[config.mk]
export PLATFORM = sky130hd
export DESIGN_NAME = clock_set_ctrl
export DESIGN_NICKNAME = d
export VERILOG_FILES = /design/src/rtl/clock_set_ctrl_pkg.sv /design/src/rtl/clock_set_ctrl_bcd_field_step.sv /design/src/rtl/clock_set_ctrl.sv
export SDC_FILE = /design/constraint.sdc
export NUM_CORES = 1
export LEC_CHECK = 0
export CAP_MARGIN = 30
export CORE_UTILIZATION = 45
export DETAILED_ROUTE_END_ITERATION = 10
export GPL_ROUTABILITY_DRIVEN = 0
export PLACE_DENSITY_LB_ADDON = 0.2
export SYNTH_ARGS = -nofsm -noshare
export SYNTH_HDL_FRONTEND = slang
export SYNTH_SLANG_ARGS = --single-unit
[constraint.sdc]
create_clock -name clk -period 2.9 [get_ports clk]
set_input_delay 0.58 -clock clk [delete_from_list [all_inputs] [get_ports clk]]
set_output_delay 0.58 -clock clk [all_outputs]
set_load 0.03 [all_outputs]
[src/rtl/clock_set_ctrl_pkg.sv]
// Shared definitions for the clock set/alarm controller: FSM states, BCD field limits
// and the field-select codes shown to the display blink logic.
package clock_set_ctrl_pkg;

    typedef enum logic [2:0] {
        ST_RUN  = 3'd0,
        ST_T_HR = 3'd1,
        ST_T_MN = 3'd2,
        ST_T_SD = 3'd3,
        ST_A_HR = 3'd4,
        ST_A_MN = 3'd5
    } state_e;

    localparam logic [7:0] HR_MAX = 8'h23;
    localparam logic [7:0] MS_MAX = 8'h59;

    localparam logic [1:0] FLD_NONE = 2'd0;
    localparam logic [1:0] FLD_HR   = 2'd1;
    localparam logic [1:0] FLD_MN   = 2'd2;
    localparam logic [1:0] FLD_SD   = 2'd3;

    function automatic logic [1:0] state_field(state_e s);
        case (s)
            ST_T_HR, ST_A_HR: return FLD_HR;
            ST_T_MN, ST_A_MN: return FLD_MN;
            ST_T_SD:          return FLD_SD;
            default:          return FLD_NONE;
        endcase
    endfunction

endpackage

[src/rtl/clock_set_ctrl_bcd_field_step.sv]
// Combinational BCD increment/decrement of one packed {tens,units} field with wrap
// between 00 and max. inc has priority over dec; neither held gives val unchanged.
module bcd_field_step (
    input  logic [7:0] val,
    input  logic [7:0] max,
    input  logic       inc,
    input  logic       dec,
    output logic [7:0] next
);

    logic [3:0] tens;
    logic [3:0] units;

    assign tens  = val[7:4];
    assign units = val[3:0];

    always_comb begin
        next = val;
        if (inc) begin
            if (val == max)          next = 8'h00;
            else if (units == 4'd9)  next = {tens + 4'd1, 4'd0};
            else                     next = {tens, units + 4'd1};
        end else if (dec) begin
            if (val == 8'h00)        next = max;
            else if (units == 4'd0)  next = {tens - 4'd1, 4'd9};
            else                     next = {tens, units - 4'd1};
        end
    end

endmodule

[src/rtl/clock_set_ctrl.sv]
// Key-driven time-set / alarm-set controller: edits hr1/mn1/sd1, strobes time_load on
// commit, owns the alarm registers and the registered alarm match.
module clock_set_ctrl
    import clock_set_ctrl_pkg::*;
#(
    parameter logic [31:0] TIMEOUT_CYC = 32'd0
) (
    input  logic       clk,
    input  logic       rst,
    input  logic       key_mode,
    input  logic       key_alarm,
    input  logic       key_inc,
    input  logic       key_dec,
    input  logic [7:0] hr,
    input  logic [7:0] mn,
    input  logic [7:0] sd,
    output logic       set_mod,
    output logic       set_alarm,
    output logic [7:0] hr1,
    output logic [7:0] mn1,
    output logic [7:0] sd1,
    output logic [1:0] field,
    output logic       time_load,
    output logic [7:0] alarm_hr,
    output logic [7:0] alarm_mn,
    output logic       alarm_en,
    output logic       alarm_hit
);

    state_e      state_q, state_d;
    logic [7:0]  hr1_q, hr1_d, mn1_q, mn1_d, sd1_q, sd1_d;
    logic [7:0]  alarm_hr_q, alarm_hr_d, alarm_mn_q, alarm_mn_d;
    logic        alarm_en_q, alarm_en_d, alarm_hit_q, alarm_hit_d;
    logic        time_load_q, time_load_d;
    logic [31:0] cnt_q, cnt_d;
    logic [7:0]  step_val, step_max, step_next;
    logic        key_any;

    assign key_any = key_mode | key_alarm | key_inc | key_dec;

    // Only the field belonging to the current state is fed to the single stepper
    always_comb begin
        step_val = hr1_q;
        step_max = HR_MAX;
        case (state_q)
            ST_T_MN, ST_A_MN: begin step_val = mn1_q; step_max = MS_MAX; end
            ST_T_SD:          begin step_val = sd1_q; step_max = MS_MAX; end
            default: ;
        endcase
    end

    bcd_field_step u_step (
        .val  (step_val),
        .max  (step_max),
        .inc  (key_inc),
        .dec  (key_dec),
        .next (step_next)
    );

    always_ff @(posedge clk) begin
        if (rst) begin
            state_q     <= ST_RUN;
            hr1_q       <= 8'h00;
            mn1_q       <= 8'h00;
            sd1_q       <= 8'h00;
            alarm_hr_q  <= 8'h00;
            alarm_mn_q  <= 8'h00;
            alarm_en_q  <= 1'b0;
            alarm_hit_q <= 1'b0;
            time_load_q <= 1'b0;
            cnt_q       <= 32'd0;
        end else begin
            state_q     <= state_d;
            hr1_q       <= hr1_d;
            mn1_q       <= mn1_d;
            sd1_q       <= sd1_d;
            alarm_hr_q  <= alarm_hr_d;
            alarm_mn_q  <= alarm_mn_d;
            alarm_en_q  <= alarm_en_d;
            alarm_hit_q <= alarm_hit_d;
            time_load_q <= time_load_d;
            cnt_q       <= cnt_d;
        end
    end

    always_comb begin
        state_d     = state_q;
        hr1_d       = hr1_q;
        mn1_d       = mn1_q;
        sd1_d       = sd1_q;
        alarm_hr_d  = alarm_hr_q;
        alarm_mn_d  = alarm_mn_q;
        alarm_en_d  = alarm_en_q;
        time_load_d = 1'b0;
        cnt_d       = 32'd0;
        if (state_q == ST_RUN) begin
            if (key_mode) begin
                state_d = ST_T_HR;
                hr1_d   = hr;
                mn1_d   = mn;
                sd1_d   = sd;
            end else if (key_alarm) begin
                state_d = ST_A_HR;
                hr1_d   = alarm_hr_q;
                mn1_d   = alarm_mn_q;
                sd1_d   = 8'h00;
            end
        end else begin
            if (key_mode) begin
                case (state_q)
                    ST_T_HR: state_d = ST_T_MN;
                    ST_T_MN: state_d = ST_T_SD;
                    ST_A_HR: state_d = ST_A_MN;
                    ST_T_SD: begin
                        state_d     = ST_RUN;
                        time_load_d = 1'b1;
                    end
                    default: begin
                        state_d    = ST_RUN;
                        alarm_hr_d = hr1_q;
                        alarm_mn_d = mn1_q;
                        alarm_en_d = 1'b1;
                    end
                endcase
            end else if (key_alarm && (state_q == ST_A_HR || state_q == ST_A_MN)) begin
                state_d    = ST_RUN;
                alarm_en_d = 1'b0;
            end else if (key_inc || key_dec) begin
                case (state_q)
                    ST_T_MN, ST_A_MN: mn1_d = step_next;
                    ST_T_SD:          sd1_d = step_next;
                    default:          hr1_d = step_next;
                endcase
            end
            // Idle abort leaves the edit registers and alarm_en untouched
            if (!key_any) begin
                if (TIMEOUT_CYC != 32'd0 && cnt_q == TIMEOUT_CYC - 32'd1) state_d = ST_RUN;
                else cnt_d = cnt_q + 32'd1;
            end
        end
        alarm_hit_d = alarm_en_q && (state_d == ST_RUN) &&
                      (hr == alarm_hr_q) && (mn == alarm_mn_q);
    end

    always_comb begin
        set_mod   = (state_q != ST_RUN);
        set_alarm = (state_q == ST_A_HR) || (state_q == ST_A_MN);
        field     = state_field(state_q);
    end

    assign hr1       = hr1_q;
    assign mn1       = mn1_q;
    assign sd1       = sd1_q;
    assign time_load = time_load_q;
    assign alarm_hr  = alarm_hr_q;
    assign alarm_mn  = alarm_mn_q;
    assign alarm_en  = alarm_en_q;
    assign alarm_hit = alarm_hit_q;

endmodule

==> results of run 1 <==
[power groups by stage]
stage	clock network, mW	registers (mW)	logic (mW)
floorplan	0	0.869	0.528
global placement	0	0.794	0.972
detailed placement	0	0.794	0.986
CTS	0.496	0.780	0.992
global route	0.521	0.795	1.11
finish	0.494	0.787	1.02
[per-stage QoR]
stage / TNS, ps / total power [mW] / utilization / hold WS [ps] / std cells
floorplan: 0 / 1.396 / - / 587.0 / 413
global placement: 0 / 1.766 / 0.5978 / 469.6 / 564
detailed placement: 0 / 1.780 / 0.5978 / 470.7 / 564
CTS: 0 / 2.268 / 0.6141 / 487.2 / 572
global route: -25.78 / 2.424 / 0.6213 / 509.3 / 572
finish: 0 / 2.306 / 0.6213 / 487.8 / 572
[repair_timing]
item,in CTS,in global routing
gates resized for setup,0,13
buffers inserted,0,0
endpoints found under the setup margin,0,19
[synth_stat cells, types with 8 or more instances]
master    number
dfxtp_1       46
a21oi_1       36
nor2_1        29
nand3_1       16
a311oi_1      19
o21ai_0       27
a211oi_1      11
nor3_1         8
clkbuf_1      23
xor2_1        12
inv_1         14
nand2_1       60
mux2i_1       12
[registers in the layout, indices dropped and copies added, names as in the netlist]
name,flops
mn1,8
alarm_hr,8
alarm_mn,8
state_q,3
alarm_en,1
sd1,8
time_load,1
hr1,8
alarm_hit,1
[placed cells by master (no fill, tap or decap), drive strengths merged, types with 14 or more instances in the layout]
master	synthesis	layout
a21oi	36	36
a311oi	19	19
buf	7	25
clkdlybuf4s50	0	76
dfxtp	46	46
inv	14	14
nand2	60	60
nand3	16	16
nor2	29	29
o21ai	29	29
[worst paths after layout]
check | from | endpoint | slack, ps | depth (start not counted)
max | state_q[1] | sd1[5] | 100 | 11
min | hr1[2] | alarm_hr[2] | 490 | 2
max reg2reg | state_q[1] | sd1[5] | 100 | 11
min reg2reg | hr1[2] | alarm_hr[2] | 490 | 2
[metal layers]
metal | vias up | global-route usage
li1 | 1686 | -
met2 | 157 | 0.4545
met5 | - | 0
met1 | 1671 | 0.3646
met4 | 0 | 0.1045
met3 | 29 | 0.05934
[tightest hold or removal path: stages, from the launching register on]
cell     delay (ps)
dfxtp_1         340
nand2_1          60
a21oi_1          50
[layout make-up]
| class | count | area (µm²) | share of cell area |
|---|---|---|---|
| multi-input cells | 323 | 2058 | 0.4903 |
| repair buffers | 101 | 948.4 | 0.2259 |
| inverters | 14 | 52.55 | 0.01252 |
| flip-flops and latches | 46 | 928.4 | 0.2212 |
| well taps | 80 | 100.1 | 0.02384 |
| clock inverters | 2 | 37.54 | 0.008942 |
| clock buffers | 6 | 72.57 | 0.01729 |
[cell families (layout without fill, tap and decap cells)]
logic type      after synthesis  count (layout)  share of synthesized area
fa+ha+maj                     5               5                    0.01998
simple gates                152             152                     0.2334
xor+xnor                     17              17                    0.04756
flops                        46              46                     0.2942
mux                          18              18                    0.05995
compound gates              131             131                     0.2818
buf+inv                      44             123                    0.06315
==> impl_metrics.csv, run 1 <==
group,metric,value,unit
run_status,status,"complete, no violations",
synth,synth_cell_types,56,
worst_setup_path,critPathSlowestCell,"dfxtp_1",
synth,yosysSeqAreaShare,0.2942,
routing,drt-met1-wl,4511,µm
timing,slew_headroom,0.5835,
timing,setup_viol,0,
pwr,power_frac_seq,0.342,
global_route,grt_start_max_net_pins,48,
worst_setup_path,path_class,"flop to flop",
synth,postSynthAreaPerCell,7.580,µm²
routing,antenna_left,0,
cts,clkSinkCount,46,
floorplanning,start_util,0.4633,
cells_and_area,final_nets,526,
routing,drtIter0Drc,215,
placed_design,post-dp-hpwl,7491,µm
synth,netlist_area,3131,µm²
worst_setup_path,crit_buf_inv,2,
pwr,power_switching,0.9351,mW
floorplanning,fp.dieW,85.41,µm
pwr,powerDensity,549.2,nW/µm²
placed_design,port_buffers,76,
global_route,antenna_found_initial,0,
timing,hold_viol,0,
cts,cts_tree,"built",
synth,syn-num-nets,448,
floorplanning,num_rows,30,
pwr,p_sw_frac,0.4056,
cts,root_buffer,"clkbuf_8",
timing,slew_violations,0,
worst_setup_path,path_cells,"buf_4, and3b_1, a211oi_1, and2_1, inv_1, ha_2, nand2_1, or3_4, or3_1, a22oi_2, a311oi_1",
synth,yosys_warnings,0,
synth,syn_inst,413,
worst_setup_path,startpoint_type,"flop",
cts,clockBufferDepth,2,
cells_and_area,fill_cells,599,
routing,wl_per_cell,18.03,µm
floorplanning,coreArea,6756,µm²
synth,ys_top_cells_by_area,"dfxtp_1, nand2_1, a21oi_1",
routing,drt-pass1-iter-count,6,
pwr,clockPowerShare,0.214,
timing,post-route-min-period,2796,ps
cells_and_area,drive_gt1_frac,0.1077,
cells_and_area,diodes,0,
cts,htreeDepth,2,
synth,async_flop_share,0,
global_route,track_usage,0.2798,
synth,synth_edf_count,0,
floorplanning,die-area,7294,µm²
timing,worst-slew-pin-transition,620.6,ps
timing,worst_slack,104.1,ps
global_route,gr-total-overflow,0,
timing,fmax,357.7,MHz
synth,yosysTopAreaCellShare,0.2942,
synth,synth_seq_cells,46,
global_route,grt_pass1_wl,16000,µm
synth,yosys.area.top_type,"dfxtp_1",
pwr,comb_power_share,0.444,
routing,routed_wl,10310,µm
worst_setup_path,cp_slowest_stage_delay,380,ps
cts,clk_latency,310,ps
worst_setup_path,crit_path_max_fanout,7,
placed_design,place_area,4039,µm²
cts,hold_buffers,0,
pwr,peakVddDrop,0.2737,mV
floorplanning,die_h,85.41,µm
floorplanning,io_pins,77,
global_route,grt_pass1_vias,3213,
cts,cts_buffers,5,
placed_design,place_ws,51.42,ps
routing,drc,0,
routing,route.met3.wl,763,µm
timing,post-route-period-util,0.9641,
routing,wl_met2,4789,µm
pwr,p_leak,1.564,nW
pwr,p_int,1.370,mW
worst_setup_path,worstSetupEndpointType,"flop",
cells_and_area,fin_area,4198,µm²
routing,viasPerCell,6.194,
cts,path_clk_slew,90,ps
worst_setup_path,critPathTopFamily,"simple AND/OR/NAND/NOR gates",
worst_setup_path,critPathRequiredTime,3080,ps
hold_path,min_path_type,"flop to flop",
timing,fin_skew,7.764,ps
cells_and_area,area_growth,34.09,%
routing,vias,3543,
routing,top_layer,"met4",
worst_setup_path,cp_data_arrival_time,2980,ps
synth,synthFlopType,"dfxtp_1",
run,drv_cap,0,
Power figures use the tool's default switching activity.
==> run 2, diff against run 1 <==
--- a/config.mk
+++ b/config.mk
@@ -6,10 +6,11 @@
 export NUM_CORES = 1
 export LEC_CHECK = 0
 export CAP_MARGIN = 30
-export CORE_UTILIZATION = 45
+export CORE_UTILIZATION = 46
 export DETAILED_ROUTE_END_ITERATION = 10
 export GPL_ROUTABILITY_DRIVEN = 0
 export PLACE_DENSITY_LB_ADDON = 0.2
 export SYNTH_ARGS = -nofsm -noshare
 export SYNTH_HDL_FRONTEND = slang
+export SYNTH_HIERARCHICAL = 1
 export SYNTH_SLANG_ARGS = --single-unit
==> impl_metrics.csv, run 2 <==
group,metric,value,unit
run_status,status,"complete, no violations",
global_route,grt_start_max_net_pins,42,
timing,rsz0062_at_grt,"yes",
cells_and_area,fin_area,4499,µm²
timing,post-route-min-period,2892,ps
global_route,met1_usage,0.3665,
placed_design,place_area,4265,µm²
floorplanning,fp.dieW,86.08,µm
timing,fin_skew,9.890,ps
cts,clockBufferDepth,2,
cells_and_area,drive_gt1_frac,0.1793,
routing,drt-pass1-iter-count,6,
pwr,powerDensity,537.1,nW/µm²
cts,clkSinkCount,46,
synth,synth_cell_types,59,
cells_and_area,area_growth,38.36,%
routing,drtIter0Drc,207,
synth,postSynthAreaPerCell,7.688,µm²
synth,syn_inst,423,
routing,vias,3622,
floorplanning,num_rows,30,
worst_setup_path,rr_worst_depth,12,
worst_setup_path,path_class,"flop to flop",
pwr,p_sw_frac,0.4190,
routing,viasPerCell,5.947,
cells_and_area,final_common_cell,"clkdlybuf4s50_1",
routing,antenna_left,0,
pwr,peakVddDrop,0.3328,mV
synth,synth_edf_count,0,
cts,cts_tree,"built",
synth,yosysMostFrequentCell,"nand2_1",
timing,worst-slew-pin-transition,764.0,ps
worst_setup_path,critPathRequiredTime,3090,ps
synth,yosys_warnings,6,
timing,slew_headroom,0.4901,
worst_setup_path,cp_slowest_stage_delay,410,ps
global_route,grt_pass1_wl,16540,µm
placed_design,place_inst,599,
timing,slew_violations,0,
routing,routed_wl,10850,µm
cts,path_clk_slew,90,ps
run,drv_cap,0,
global_route,gr-total-overflow,0,
timing,hold_viol,0,
floorplanning,io_pins,77,
worst_setup_path,cp_data_arrival_time,3080,ps
synth,synth_top_cells_by_count,"nand2_1, dfxtp_1, a21oi_1",
cts,root_buffer,"clkbuf_8",
global_route,antenna_found_initial,0,
placed_design,port_buffers,76,
floorplanning,die_h,86.08,µm
worst_setup_path,crit_cells,12,
worst_setup_path,critPathTopFamily,"simple AND/OR/NAND/NOR gates",
global_route,use_met2,0.4683,
global_route,top_usage_layer,"met2",
pwr,comb_power_share,0.519,
synth,netlist_area,3252,µm²
worst_setup_path,startpoint_type,"flop",
pwr,power_frac_seq,0.314,
placed_design,post-dp-hpwl,7560,µm
pwr,p_int,1.404,mW
worst_setup_path,crit_path_max_fanout,7,
routing,wl_per_cell,17.82,µm
cts,htreeDepth,2,
worst_setup_path,crit_buf_inv,1,
synth,yosysTopAreaCellShare,0.2832,
global_route,track_usage,0.2824,
cells_and_area,final_nets,548,
worst_setup_path,path_cells,"nor2b_4, mux2_4, o22ai_2, nor2_1, inv_1, ha_4, or3b_4, or3_1, a32oi_2, o21ai_2, o221ai_2, a21oi_1",
floorplanning,coreArea,6794,µm²
synth,yosys.area.top_type,"dfxtp_1",
cts,clk_latency,310,ps
synth,async_flop_share,0,
routing,drc,0,
timing,post-route-period-util,0.9971,
synth,synth_seq_cells,46,
global_route,grt_util_met3,0.04812,
floorplanning,start_util,0.4786,
timing,fmax,345.8,MHz
floorplanning,die-area,7410,µm²
pwr,power_switching,1.013,mW
hold_path,min_path_type,"flop to flop",
cells_and_area,mostFrequentLayoutCells,"clkdlybuf4s50_1, nand2_1, a21oi_1, dfxtp_1, buf_4",
worst_setup_path,worstSetupEndpointType,"flop",
cells_and_area,diodes,0,
timing,setup_viol,0,
cts,cts_buffers,5,
worst_setup_path,critPathSlowestCell,"or3_1",
synth,synthFlopType,"dfxtp_1",
cells_and_area,fin_cells,609,
pwr,p_leak,1.721,nW
hold_path,hold_depth,2,
synth,yosysSeqAreaShare,0.2832,
global_route,grt_pass1_vias,3366,
synth,ys_top_cells_by_area,"dfxtp_1, nand2_1, a21oi_1",
pwr,clockPowerShare,0.167,
-- run 2: cell count changes in the layout (fill, tap and decap cells not counted), moves of 8 or more --
cell      delta
a211oi_1    -10
a311oi_1    -13
buf_4        +8
inv_1        -8
nand3_1     +10
o21ai_0     -24
o221ai_1    +13
xnor2_1      +8
-- run 2: cell families after synthesis --
kind of cell / share of synthesized area
xor+xnor: 0.07811
compound gates: 0.2397
mux: 0.05964
other cells: 0.002309
buf+inv: 0.06618
flops: 0.2832
simple gates: 0.2478
fa+ha+maj: 0.02309
-- run 2: power by group through the flow --
stage          combinational [mW]  clock, mW  sequential, mW
2_1_floorplan               0.690          0           0.846
3_3_place_gp                 1.11          0           0.769
3_5_place_dp                 1.13          0           0.769
4_1_cts                      1.15      0.412           0.754
5_1_grt                      1.34      0.436           0.765
6_report                     1.25      0.404           0.760
-- run 2: tightest hold or removal path: stages, from the launching register on --
cell and delay [ps]:
dfxtp_1 350, nand2_1 60, a21oi_1 50
-- run 2: through the flow --
| step | setup TNS (ps) | utilization | power [mW] | hold slack [ps] | setup WS [ps] |
|---|---|---|---|---|---|
| 4_1_cts | 0 | 0.6431 | 2.319 | 502.7 | 24.63 |
| 3_5_place_dp | -326.6 | 0.6278 | 1.904 | 489.2 | -92.06 |
| 6_report | 0 | 0.6622 | 2.416 | 503.5 | 8.348 |
| 2_1_floorplan | -33.17 | - | 1.536 | 595.5 | -16.59 |
| 3_3_place_gp | -205.4 | 0.6278 | 1.884 | 481.9 | -78.18 |
| 5_1_grt | -278.7 | 0.6622 | 2.537 | 521.3 | -60.36 |
-- run 2: metal layers --
layer / vias to the layer above / share of wire
li1: 1688 / -
met1: 1727 / 0.42
met2: 183 / 0.48
met3: 24 / 0.079
met4: 0 / 0.024
met5: - / 0
-- run 2: cell type report --
type / count / area [µm²]
Multi-Input combinational cell: 337 / 2301
Tap cell: 96 / 120.1
Sequential cell: 46 / 929.6
Clock inverter: 2 / 13.76
Timing Repair Buffer: 110 / 1015
Fill cell: 602 / 2295
Inverter: 12 / 47.55
Clock buffer: 6 / 72.57
-- run 2: final timing paths --
| path | end | start | slack, ps |
|---|---|---|---|
| worst min-delay path | alarm_hr[5] | alarm_hr[5] | 500 |
| worst min register to register | alarm_hr[5] | alarm_hr[5] | 500 |
| worst max register to register | hr1[3] | state_q[0] | 8 |
| worst max-delay path | hr1[3] | state_q[0] | 8 |
-- run 2: repair_timing --
item / in CTS / in global routing
hold buffers: 0 / 0
pin swaps: 0 / 3
setup buffers: 0 / 2
setup endpoints to repair: 7 / 24
resized for setup: 5 / 22
